===== src/rtl/spi_pkg.sv =====
// rtl/spi_pkg.sv - shared types, constants and bit-select helper for the SPI follower
// Purpose: FSM state encoding, frame length constants and the MISO bit picker
//          used by spi_follower. No ports.
package spi_pkg;

    typedef enum logic {
        IDLE   = 1'b0,
        ACTIVE = 1'b1
    } state_t;

    localparam logic [4:0] LEN8  = 5'd8;
    localparam logic [4:0] LEN16 = 5'd16;

    // Bit of a tx word presented on MISO for the idx-th bit of the frame.
    // MSB-first counts down from bit 7 or bit 15; LSB-first counts up from bit 0.
    function automatic logic tx_bit(input logic [15:0] w,
                                    input logic        len16,
                                    input logic        lsb_first,
                                    input logic [3:0]  idx);
        logic [3:0] pos;
        if (lsb_first) begin
            pos = idx;
        end else begin
            pos = (len16 ? 4'd15 : 4'd7) - idx;
        end
        return w[pos];
    endfunction

endpackage


===== src/rtl/spi_sync_edge.sv =====
// rtl/spi_sync_edge.sv - multi-flop synchronizer with registered edge detect
// Purpose: brings an asynchronous pin into the clk domain and flags its edges.
// Ports:
//   clk   in  system clock
//   rst   in  asynchronous active-high reset
//   din   in  asynchronous input pin
//   sync  out synchronized level (SYNC_STAGES flops)
//   rise  out 1-cycle pulse when sync goes 0->1
//   fall  out 1-cycle pulse when sync goes 1->0
// Parameters: SYNC_STAGES (>=2) chain depth, RST_VAL level held in reset.
module spi_sync_edge #(
    parameter int   SYNC_STAGES = 2,
    parameter logic RST_VAL     = 1'b0
) (
    input  logic clk,
    input  logic rst,
    input  logic din,
    output logic sync,
    output logic rise,
    output logic fall
);

    logic [SYNC_STAGES-1:0] chain;
    logic                   prev;

    always_ff @(posedge clk or posedge rst) begin
        if (rst) begin
            chain <= {SYNC_STAGES{RST_VAL}};
            prev  <= RST_VAL;
        end else begin
            chain <= {chain[SYNC_STAGES-2:0], din};
            prev  <= chain[SYNC_STAGES-1];
        end
    end

    assign sync = chain[SYNC_STAGES-1];
    assign rise = sync & ~prev;
    assign fall = ~sync & prev;

endmodule


===== src/rtl/spi_follower.sv =====
// rtl/spi_follower.sv - SPI follower endpoint, CPOL/CPHA modes 0-3, 8/16-bit frames
// Purpose: oversamples leader SCLK/CS_N/MOSI in the clk domain, shifts MOSI into
//          rx_data and drives MISO from a one-word CPU tx buffer.
// Ports:
//   clk, rst                 system clock, asynchronous active-high reset
//   cfg_cpol/cfg_cpha/cfg_len  mode and frame length, latched at cs_n fall
//   cfg_lsb_first            LSB-first order (only with SPI_FOLLOWER_LSB_FIRST_EN)
//   tx_data/tx_valid/tx_ready  tx buffer write handshake
//   rx_data/rx_valid/rx_ack  received frame, level valid, CPU acknowledge
//   rx_overrun/tx_underrun/frame_err  1-cycle status pulses
//   busy                     synchronized cs_n low
//   spi_sclk/spi_cs_n/spi_mosi  leader-driven pins
//   spi_miso/spi_miso_oe     follower data out and its output enable
// Configuration macro: SPI_FOLLOWER_LSB_FIRST_EN.
module spi_follower
    import spi_pkg::*;
#(
    parameter int          SYNC_STAGES = 2,
    parameter logic [15:0] TX_IDLE     = 16'hFFFF
) (
    input  logic        clk,
    input  logic        rst,
    input  logic        cfg_cpol,
    input  logic        cfg_cpha,
    input  logic        cfg_len,
`ifdef SPI_FOLLOWER_LSB_FIRST_EN
    input  logic        cfg_lsb_first,
`endif
    input  logic [15:0] tx_data,
    input  logic        tx_valid,
    output logic        tx_ready,
    output logic [15:0] rx_data,
    output logic        rx_valid,
    input  logic        rx_ack,
    output logic        rx_overrun,
    output logic        tx_underrun,
    output logic        frame_err,
    output logic        busy,
    input  logic        spi_sclk,
    input  logic        spi_cs_n,
    input  logic        spi_mosi,
    output logic        spi_miso,
    output logic        spi_miso_oe
);

    state_t state_q, state_d;

    logic sclk_s, sclk_rise, sclk_fall;
    logic cs_s, cs_rise, cs_fall;
    logic [SYNC_STAGES-1:0] mosi_chain;
    logic mosi_s;

    logic cpol_q, cpha_q, len16_q, lsb_q, lsb_cfg;
    logic [4:0]  bitcnt, bitcnt_inc, frame_len;
    logic [15:0] tx_sh, rx_sh, tx_buf, load_word, rx_next, rx_frame;
    logic tx_full, wr;
    logic start, load, sample, drive, complete, stop, abort;
    logic sclk_edge, lead_edge, trail_edge, sample_edge, drive_edge;
    logic eff_len16, eff_lsb;

`ifdef SPI_FOLLOWER_LSB_FIRST_EN
    assign lsb_cfg = cfg_lsb_first;
`else
    assign lsb_cfg = 1'b0;
`endif

    spi_sync_edge #(.SYNC_STAGES(SYNC_STAGES), .RST_VAL(1'b0)) u_sclk_sync (
        .clk (clk), .rst (rst), .din (spi_sclk),
        .sync(sclk_s), .rise(sclk_rise), .fall(sclk_fall)
    );

    spi_sync_edge #(.SYNC_STAGES(SYNC_STAGES), .RST_VAL(1'b1)) u_cs_sync (
        .clk (clk), .rst (rst), .din (spi_cs_n),
        .sync(cs_s), .rise(cs_rise), .fall(cs_fall)
    );

    // MOSI goes through the same depth as SCLK so it stays aligned with its edge.
    always_ff @(posedge clk or posedge rst) begin
        if (rst) begin
            mosi_chain <= '0;
        end else begin
            mosi_chain <= {mosi_chain[SYNC_STAGES-2:0], spi_mosi};
        end
    end
    assign mosi_s = mosi_chain[SYNC_STAGES-1];

    // A leading edge moves SCLK away from its idle level.
    assign sclk_edge   = sclk_rise | sclk_fall;
    assign lead_edge   = sclk_edge & (sclk_s ^ cpol_q);
    assign trail_edge  = sclk_edge & ~(sclk_s ^ cpol_q);
    assign sample_edge = cpha_q ? trail_edge : lead_edge;
    assign drive_edge  = cpha_q ? lead_edge : trail_edge;

    assign frame_len  = len16_q ? LEN16 : LEN8;
    assign bitcnt_inc = bitcnt + 5'd1;

    always_comb begin
        state_d  = state_q;
        start    = 1'b0;
        load     = 1'b0;
        sample   = 1'b0;
        drive    = 1'b0;
        complete = 1'b0;
        stop     = 1'b0;
        abort    = 1'b0;
        case (state_q)
            IDLE: begin
                if (cs_fall) begin
                    state_d = ACTIVE;
                    start   = 1'b1;
                    load    = 1'b1;
                end
            end
            ACTIVE: begin
                if (cs_rise) begin
                    state_d = IDLE;
                    stop    = 1'b1;
                    abort   = (bitcnt != 5'd0);
                end else if (sample_edge) begin
                    sample = 1'b1;
                    if (bitcnt_inc == frame_len) begin
                        complete = 1'b1;
                        load     = 1'b1;
                    end
                end else if (drive_edge) begin
                    drive = 1'b1;
                end
            end
            default: state_d = IDLE;
        endcase
    end

    // At frame start the latched config is not yet valid; use the live inputs.
    assign eff_len16 = start ? cfg_len : len16_q;
    assign eff_lsb   = start ? lsb_cfg : lsb_q;
    assign load_word = tx_full ? tx_buf : TX_IDLE;
    assign wr        = tx_valid & ~tx_full;
    assign rx_next   = lsb_q ? {mosi_s, rx_sh[15:1]} : {rx_sh[14:0], mosi_s};
    // LSB-first 8-bit frames accumulate in the upper byte of the shifter.
    assign rx_frame  = len16_q ? rx_next
                               : {8'h00, (lsb_q ? rx_next[15:8] : rx_next[7:0])};

    always_ff @(posedge clk or posedge rst) begin
        if (rst) begin
            state_q     <= IDLE;
            cpol_q      <= 1'b0;
            cpha_q      <= 1'b0;
            len16_q     <= 1'b0;
            lsb_q       <= 1'b0;
            bitcnt      <= 5'd0;
            tx_sh       <= '0;
            rx_sh       <= '0;
            tx_buf      <= '0;
            tx_full     <= 1'b0;
            rx_data     <= '0;
            rx_valid    <= 1'b0;
            rx_overrun  <= 1'b0;
            tx_underrun <= 1'b0;
            frame_err   <= 1'b0;
            spi_miso    <= 1'b1;
        end else begin
            state_q     <= state_d;
            rx_overrun  <= 1'b0;
            tx_underrun <= 1'b0;
            frame_err   <= 1'b0;

            if (start) begin
                cpol_q  <= cfg_cpol;
                cpha_q  <= cfg_cpha;
                len16_q <= cfg_len;
                lsb_q   <= lsb_cfg;
                bitcnt  <= 5'd0;
                rx_sh   <= '0;
            end

            // A write landing with a load fills the buffer only after the load
            // took its old content, so the new word waits for the next frame.
            tx_full <= wr | (tx_full & ~load);
            if (wr) begin
                tx_buf <= tx_data;
            end

            if (load) begin
                tx_sh    <= load_word;
                spi_miso <= tx_bit(load_word, eff_len16, eff_lsb, 4'd0);
                if (!tx_full) begin
                    tx_underrun <= 1'b1;
                end
            end

            if (sample) begin
                rx_sh  <= rx_next;
                bitcnt <= complete ? 5'd0 : bitcnt_inc;
            end

            if (complete) begin
                rx_data    <= rx_frame;
                rx_valid   <= 1'b1;
                rx_overrun <= rx_valid;
            end else if (rx_ack) begin
                rx_valid <= 1'b0;
            end

            if (drive) begin
                spi_miso <= tx_bit(tx_sh, len16_q, lsb_q, bitcnt[3:0]);
            end

            if (stop) begin
                spi_miso  <= 1'b1;
                frame_err <= abort;
                bitcnt    <= 5'd0;
            end
        end
    end

    assign tx_ready    = ~tx_full;
    assign busy        = ~cs_s;
    assign spi_miso_oe = busy;

endmodule


===== config.mk =====
export PLATFORM = sky130hd
export DESIGN_NAME = spi_follower
export DESIGN_NICKNAME = d
export VERILOG_FILES = /design/src/rtl/spi_pkg.sv /design/src/rtl/spi_sync_edge.sv /design/src/rtl/spi_follower.sv
export SDC_FILE = /design/constraint.sdc
export NUM_CORES = 1
export LEC_CHECK = 0
export CORE_ASPECT_RATIO = 1.5
export CORE_UTILIZATION = 55
export CTS_CLUSTER_SIZE = 10
export DETAILED_ROUTE_END_ITERATION = 8
export DONT_BUFFER_PORTS = 1
export PLACE_DENSITY = 0.7
export SLEW_MARGIN = 20
export SYNTH_ARGS = -nofsm -noshare
export SYNTH_HDL_FRONTEND = slang
export SYNTH_SLANG_ARGS = --single-unit

===== constraint.sdc =====
create_clock -name clk -period 6.5 [get_ports clk]
set_input_delay 0.65 -clock clk [delete_from_list [all_inputs] [get_ports clk]]
set_output_delay 0.65 -clock clk [all_outputs]
set_load 0.05 [all_outputs]

## Word-level counts from Yosys, hierarchy flattened

Cells that the tools add are included.

| storage, ports and cells | value |
|---|---|
| input bits | 26 |
| bits in registers | 88 |
| logic and storage cells | 104 |

| cells by class | value |
|---|---|
| $lt $le $gt $ge | 2 |
| bitwise logic cells | 19 |
| add/subtract/negate cells | 2 |
| muxes and demuxes | 54 |
| reduce and logical (&&, ||, !) cells | 5 |
| equality and inequality tests | 1 |

Operator list:

| kind | number |
|---|---|
| $mux 16 | 5 |
| $mux 1 | 33 |
| $mux 5 | 5 |
| $mux 4 | 6 |
| $lt 4x5->1 const B | 2 |
| $and 1x1->1 | 8 |
| $bmux 1 s4 | 2 |
| $mux 8 | 1 |
| $not 1->1 | 8 |
| $reduce_bool 3->1 | 2 |
| $add 5x1->5 const B | 1 |
| $eq 5x5->1 | 1 |
| $reduce_bool 5->1 | 1 |
| $pmux 1 s2 | 2 |
| $reduce_bool 2->1 | 2 |
| $sub 4x4->4 | 1 |
| $or 1x1->1 | 2 |
| $xor 1x1->1 | 1 |

## Depth between registers and ports, before layout

| depth | value |
|---|---|
| depth in word-level cells | 14 |
| depth in mapped cells | 9 |

## Hierarchy

A second synthesis with hierarchy kept.

| unflattened totals | value |
|---|---|
| cells, all modules | 417 |
| area total of the unflattened synthesis | 4145.2 sq um |

Modules (own cells, without submodules):

| module | sequential area each (sq um) | instances | area each (sq um) | cells an instance |
|---|---|---|---|---|
| spi_follower | 2053.2 | 1 | 3953.8 | 405 |
| spi_sync_edge (u_cs_sync) | 78.8 | 1 | 97.6 | 6 |
| spi_sync_edge (u_sclk_sync) | 75.1 | 1 | 93.8 | 6 |

## Worst setup path after synthesis

No wires, ideal clock.

| timing path | value |
|---|---|
| kind | register to register |
| from | register bitcnt[0] |
| to | register rx_data[0] |
| setup slack | 4502 ps |
| stages on the path, launching flop included | 10 |
| data arrival time | 1862 ps |
| period minus slack after synthesis | 1998 ps |
| cell sequence | dfrtp_1 -> ha_1 -> nand3_1 -> or3_1 -> a21boi_2 -> o21ai_1 -> buf_2 -> buf_4 -> nand2_1 -> o21ai_0 |

| on the way | value |
|---|---|
| longest elaborated chain between the ends | 6 |

Ends and longest elaborated chain:

| element | line | RTL |
|---|---|---|
| start, declared | spi_follower.sv:54 | `logic [4:0] bitcnt, bitcnt_inc, frame_len;` |
| start signal, assigned | spi_follower.sv:193 | `bitcnt <= complete ? 5'd0 : bitcnt_inc;` |
| $add 5x1->5 | spi_follower.sv:95 | `assign bitcnt_inc = bitcnt + 5'd1;` |
| $eq 5x5->1 | spi_follower.sv:121 | `if (bitcnt_inc == frame_len) begin` |
| $mux 1 | spi_follower.sv:121 |  |
| $mux 1 | spi_follower.sv:119 | `end else if (sample_edge) begin` |
| $mux 1 | spi_follower.sv:115 | `if (cs_rise) begin` |
| $mux 1 | spi_follower.sv:106 | `case (state_q)` |
| end signal, assigned | spi_follower.sv:197 | `rx_data <= rx_frame;` |
| end, declared | spi_follower.sv:32 | `output logic [15:0] rx_data,` |

No other way between the ends.
A chain may end at the register's enable or synchronous reset.

## Worst setup path in the final report

| timing path | value |
|---|---|
| from | register len16_q |
| to | register spi_miso |

| on the way | value |
|---|---|
| longest elaborated chain between the ends | 9 |

Ends and longest elaborated chain:

| element | line | RTL |
|---|---|---|
| start, declared | spi_follower.sv:53 | `logic cpol_q, cpha_q, len16_q, lsb_q, lsb_cfg;` |
| start signal, assigned | spi_follower.sv:170 | `len16_q <= cfg_len;` |
| parallel branches: the longest is 9 deep, another holds $sub 4x4->4 | - |  |
| end signal, assigned | spi_follower.sv:185 | `spi_miso <= tx_bit(load_word, eff_len16, eff_lsb, 4'd0);` |
| end signal, assigned | spi_follower.sv:205 | `spi_miso <= tx_bit(tx_sh, len16_q, lsb_q, bitcnt[3:0]);` |
| end, declared | spi_follower.sv:42 | `output logic spi_miso,` |

Several ways; the timed one is not identified. The select of a mux whose other input is x is not followed.

==> reports/qor.txt <==
DRC viols: 0
die width: 73.5 microns
Fin. Hold Viols: 0
Most used DFF post-synth: dfrtp_1
Post-Layout Inst Area: 4430 sq um
MaxCap Viol Count: 0
pin slew with the least headroom to its limit: 0.890 ns
#FFs+latches synth: 88
Post-synth EDFFs: 0
power per standard cell area: 332 nW/um^2
global-route wire length before repair: 13.7 mm
initial core utilization: 0.575
Antenna Cells: 0
crit path max fanout: 34
Yosys warnings: 0
endpoints failing setup: 0
Data required, critical path: 6.78 ns
largest net degree at the start of global routing: 89
minimum clock period: 2.66 ns
CTS clock-pin slew for the worst setup and hold paths: 0.08 ns
post-synthesis cell area: 4210 sq um
register-to-register setup slack: 3.84 ns
top post-synthesis cells by area: dfrtp_1 (50%), mux2_2 (8.3%), nand2_1 (7.7%), o21ai_0 (5.3%), o31a_1 (3.3%)
Mapped Avg Cell Area: 10.1 sq um
clock sinks: 88
DP HPWL: 5.48 mm
io pins: 50
die area: 8020 sq um
status: complete, no violations
RSZ-0062 raised after global routing: false
Clock Power Share: 0.227
Psw: 0.456 mW
Crit Path Category: reg -> reg
GPL Wtd Cong: 0.829
clock skew: 0.0102 ns
vias per cell: 5.55
fin crit share: 0.410
initial DRC count: 185
wire per inst: 15.7 microns
met2 routed WL: 4.15 mm
core box area: 7320 sq um
setup total negative slack: 0 ns
CTS root buf: clkbuf_8
gr usage total: 0.226
Rows: 38
CTS H-Tree Depth: 3
vias: 2827
Pleak: 1.87 nW
register area share after synthesis: 0.524
Internal Dissipation: 1.02 mW
Synth cell types: 50
Worst Hold Class: in -> reg
Final ANT Viol Nets: 0
vias in the first global route: 2871
Max Used Layer: met4
sequential fraction of design power: 0.540
Final nets: 433
global route overflow: 0
initial antenna violation count: 0
Port-buffer cells: 0
first-pass iteration count of the detailed router: 4
Worst setup EP type: flip-flop
clk buf depth: 2
Worst-Skew Late Latency: 0.36 ns
max_slew headroom: 0.403
Syn Nets: 444
Final Max Slew Viols: 0
hold_buf cts: 0
area growth from synthesis to layout: 5.26%
switching part of the total: 0.309
layout cell share with drive strength beyond 1: 0.156
Cells after Synth: 415
CTS tree: yes
area share of the largest cell type after synthesis: 0.499
cts repair resizes: 0
DP Area: 4260 sq um
arrival time worst endpoint: 2.94 ns
Post-synth ARST share: 1.00
CTS Buf Count: 9
Die Ht: 109 microns
met3 wire len: 203 microns
DRT Wirelength: 7.98 mm
Yosys top cell by area: dfrtp_1
Worst VDD drop: 0.000219 V
# fillers: 635
Comb pwr share: 0.232
crit start category: flip-flop
f_max: 375 MHz
wl on met1: 3.38 mm
postcts setup bufs: 0
Total Power: 1.47 mW
==> cell usage after synthesis, types with 3 or more instances <==
cell	number
buf_1	4
inv_1	10
nand2_1	86
dfrtp_1	84
ha_1	3
buf_2	6
nor2_1	13
nand3_1	4
clkbuf_1	14
nor2b_1	5
o22ai_1	4
mux2_2	31
o21ai_0	45
nand4_1	4
a21oi_1	3
a31oi_1	4
o31a_1	16
mux2i_1	12
dfstp_2	4
buf_4	3
nor3_1	3
nand2b_1	21
==> final timing paths <==
path | startpoint | endpoint | cells after the start
min in group asynchronous | rst | rx_sh[14] | 2
min | spi_cs_n | u_cs_sync.chain[0] | 0
max | len16_q | spi_miso | 7
max in group asynchronous | rst | tx_buf[9] | 2
min reg2reg | u_sclk_sync.chain[0] | u_sclk_sync.chain[1] | 0
max reg2reg | len16_q | spi_miso | 7
==> critical path, stage by stage, from the launching register on <==
cell and delay (ns):
dfrtp_1 0.89, and2b_1 0.30, a22oi_1 0.25, a21boi_2 0.13
o21ai_2 0.27, buf_4 0.35, nor3b_1 0.26, o311ai_2 0.12
==> registers in the layout, indices dropped and copies added, names as in the netlist, 2 cells and up <==
signal	flops
u_sclk_sync.chain	2
rx_sh	16
mosi_chain	2
rx_data	16
u_cs_sync.chain	2
bitcnt	5
tx_sh	16
tx_buf	16
==> per-layer routing <==
layer / track usage / vias up
met4: 0.126 / 0
met2: 0.386 / 49
met1: 0.262 / 1341
li1: - / 1417
met5: 0 / -
met3: 0.0453 / 20
==> cell families after synthesis <==
logic type	Yosys count	share of synthesized area
compound gates	91	0.145
buf+inv	39	0.0410
mux	43	0.111
flops	88	0.524
fa+ha+maj	3	0.00891
xor+xnor	4	0.00832
simple gates	147	0.161
==> power by group through the flow <==
stage / Sequential [mW] / Combinational [mW] / Clock [mW]
floorplan: 0.751 / 0.318 / 0
global placement: 0.802 / 0.334 / 0
detailed placement: 0.807 / 0.342 / 0
CTS: 0.797 / 0.344 / 0.348
global route: 0.816 / 0.385 / 0.369
finish: 0.796 / 0.342 / 0.335
==> stage by stage <==
stage	cells	util	hold slack (ns)	worst slack [ns]
global route	509	0.605	0.260	3.61
finish	509	0.605	0.288	3.84
global placement	493	0.582	0.335	4.00
CTS	509	0.605	0.263	3.86
detailed placement	493	0.582	0.335	3.87
floorplan	415	-	0.331	3.58
==> final cells by class <==
cell class	instances	area, sq um	area share
Sequential cell	88	2210	0.498
Multi-Input combinational cell	288	1840	0.415
Clock buffer	15	166	0.0375
Tap cell	100	125	0.0282
Timing Repair Buffer	6	48.8	0.0110
Inverter	11	42.5	0.00960
Clock inverter	1	5.00	0.00113
==> layout by cell type, fill, tap and decap left out, types with 2 or more instances in the layout <==
cell type	netlist	routed
a31oi_1	4	4
clkbuf_1	14	4
nor3_1	3	3
o22ai_1	4	4
inv_1	10	9
a22oi_1	2	2
clkinv_2	0	2
o21ai_0	45	45
or3_1	2	2
ha_1	3	3
nor3b_1	2	2
a222oi_1	2	2
dfrtp_1	84	84
nand4_1	4	4
nor2_1	13	12
nand2_1	86	86
o31ai_1	2	2
xnor2_1	2	2
nand3_1	4	4
a21oi_1	3	3
buf_4	3	5
o31a_1	16	16
dfstp_2	4	4
mux2i_1	12	12
nor2b_1	5	5
xor2_1	2	2
mux2_2	31	31
nand2b_1	21	21
clkbuf_8	0	11
Note: power is estimated with default switching activity, not from simulation.
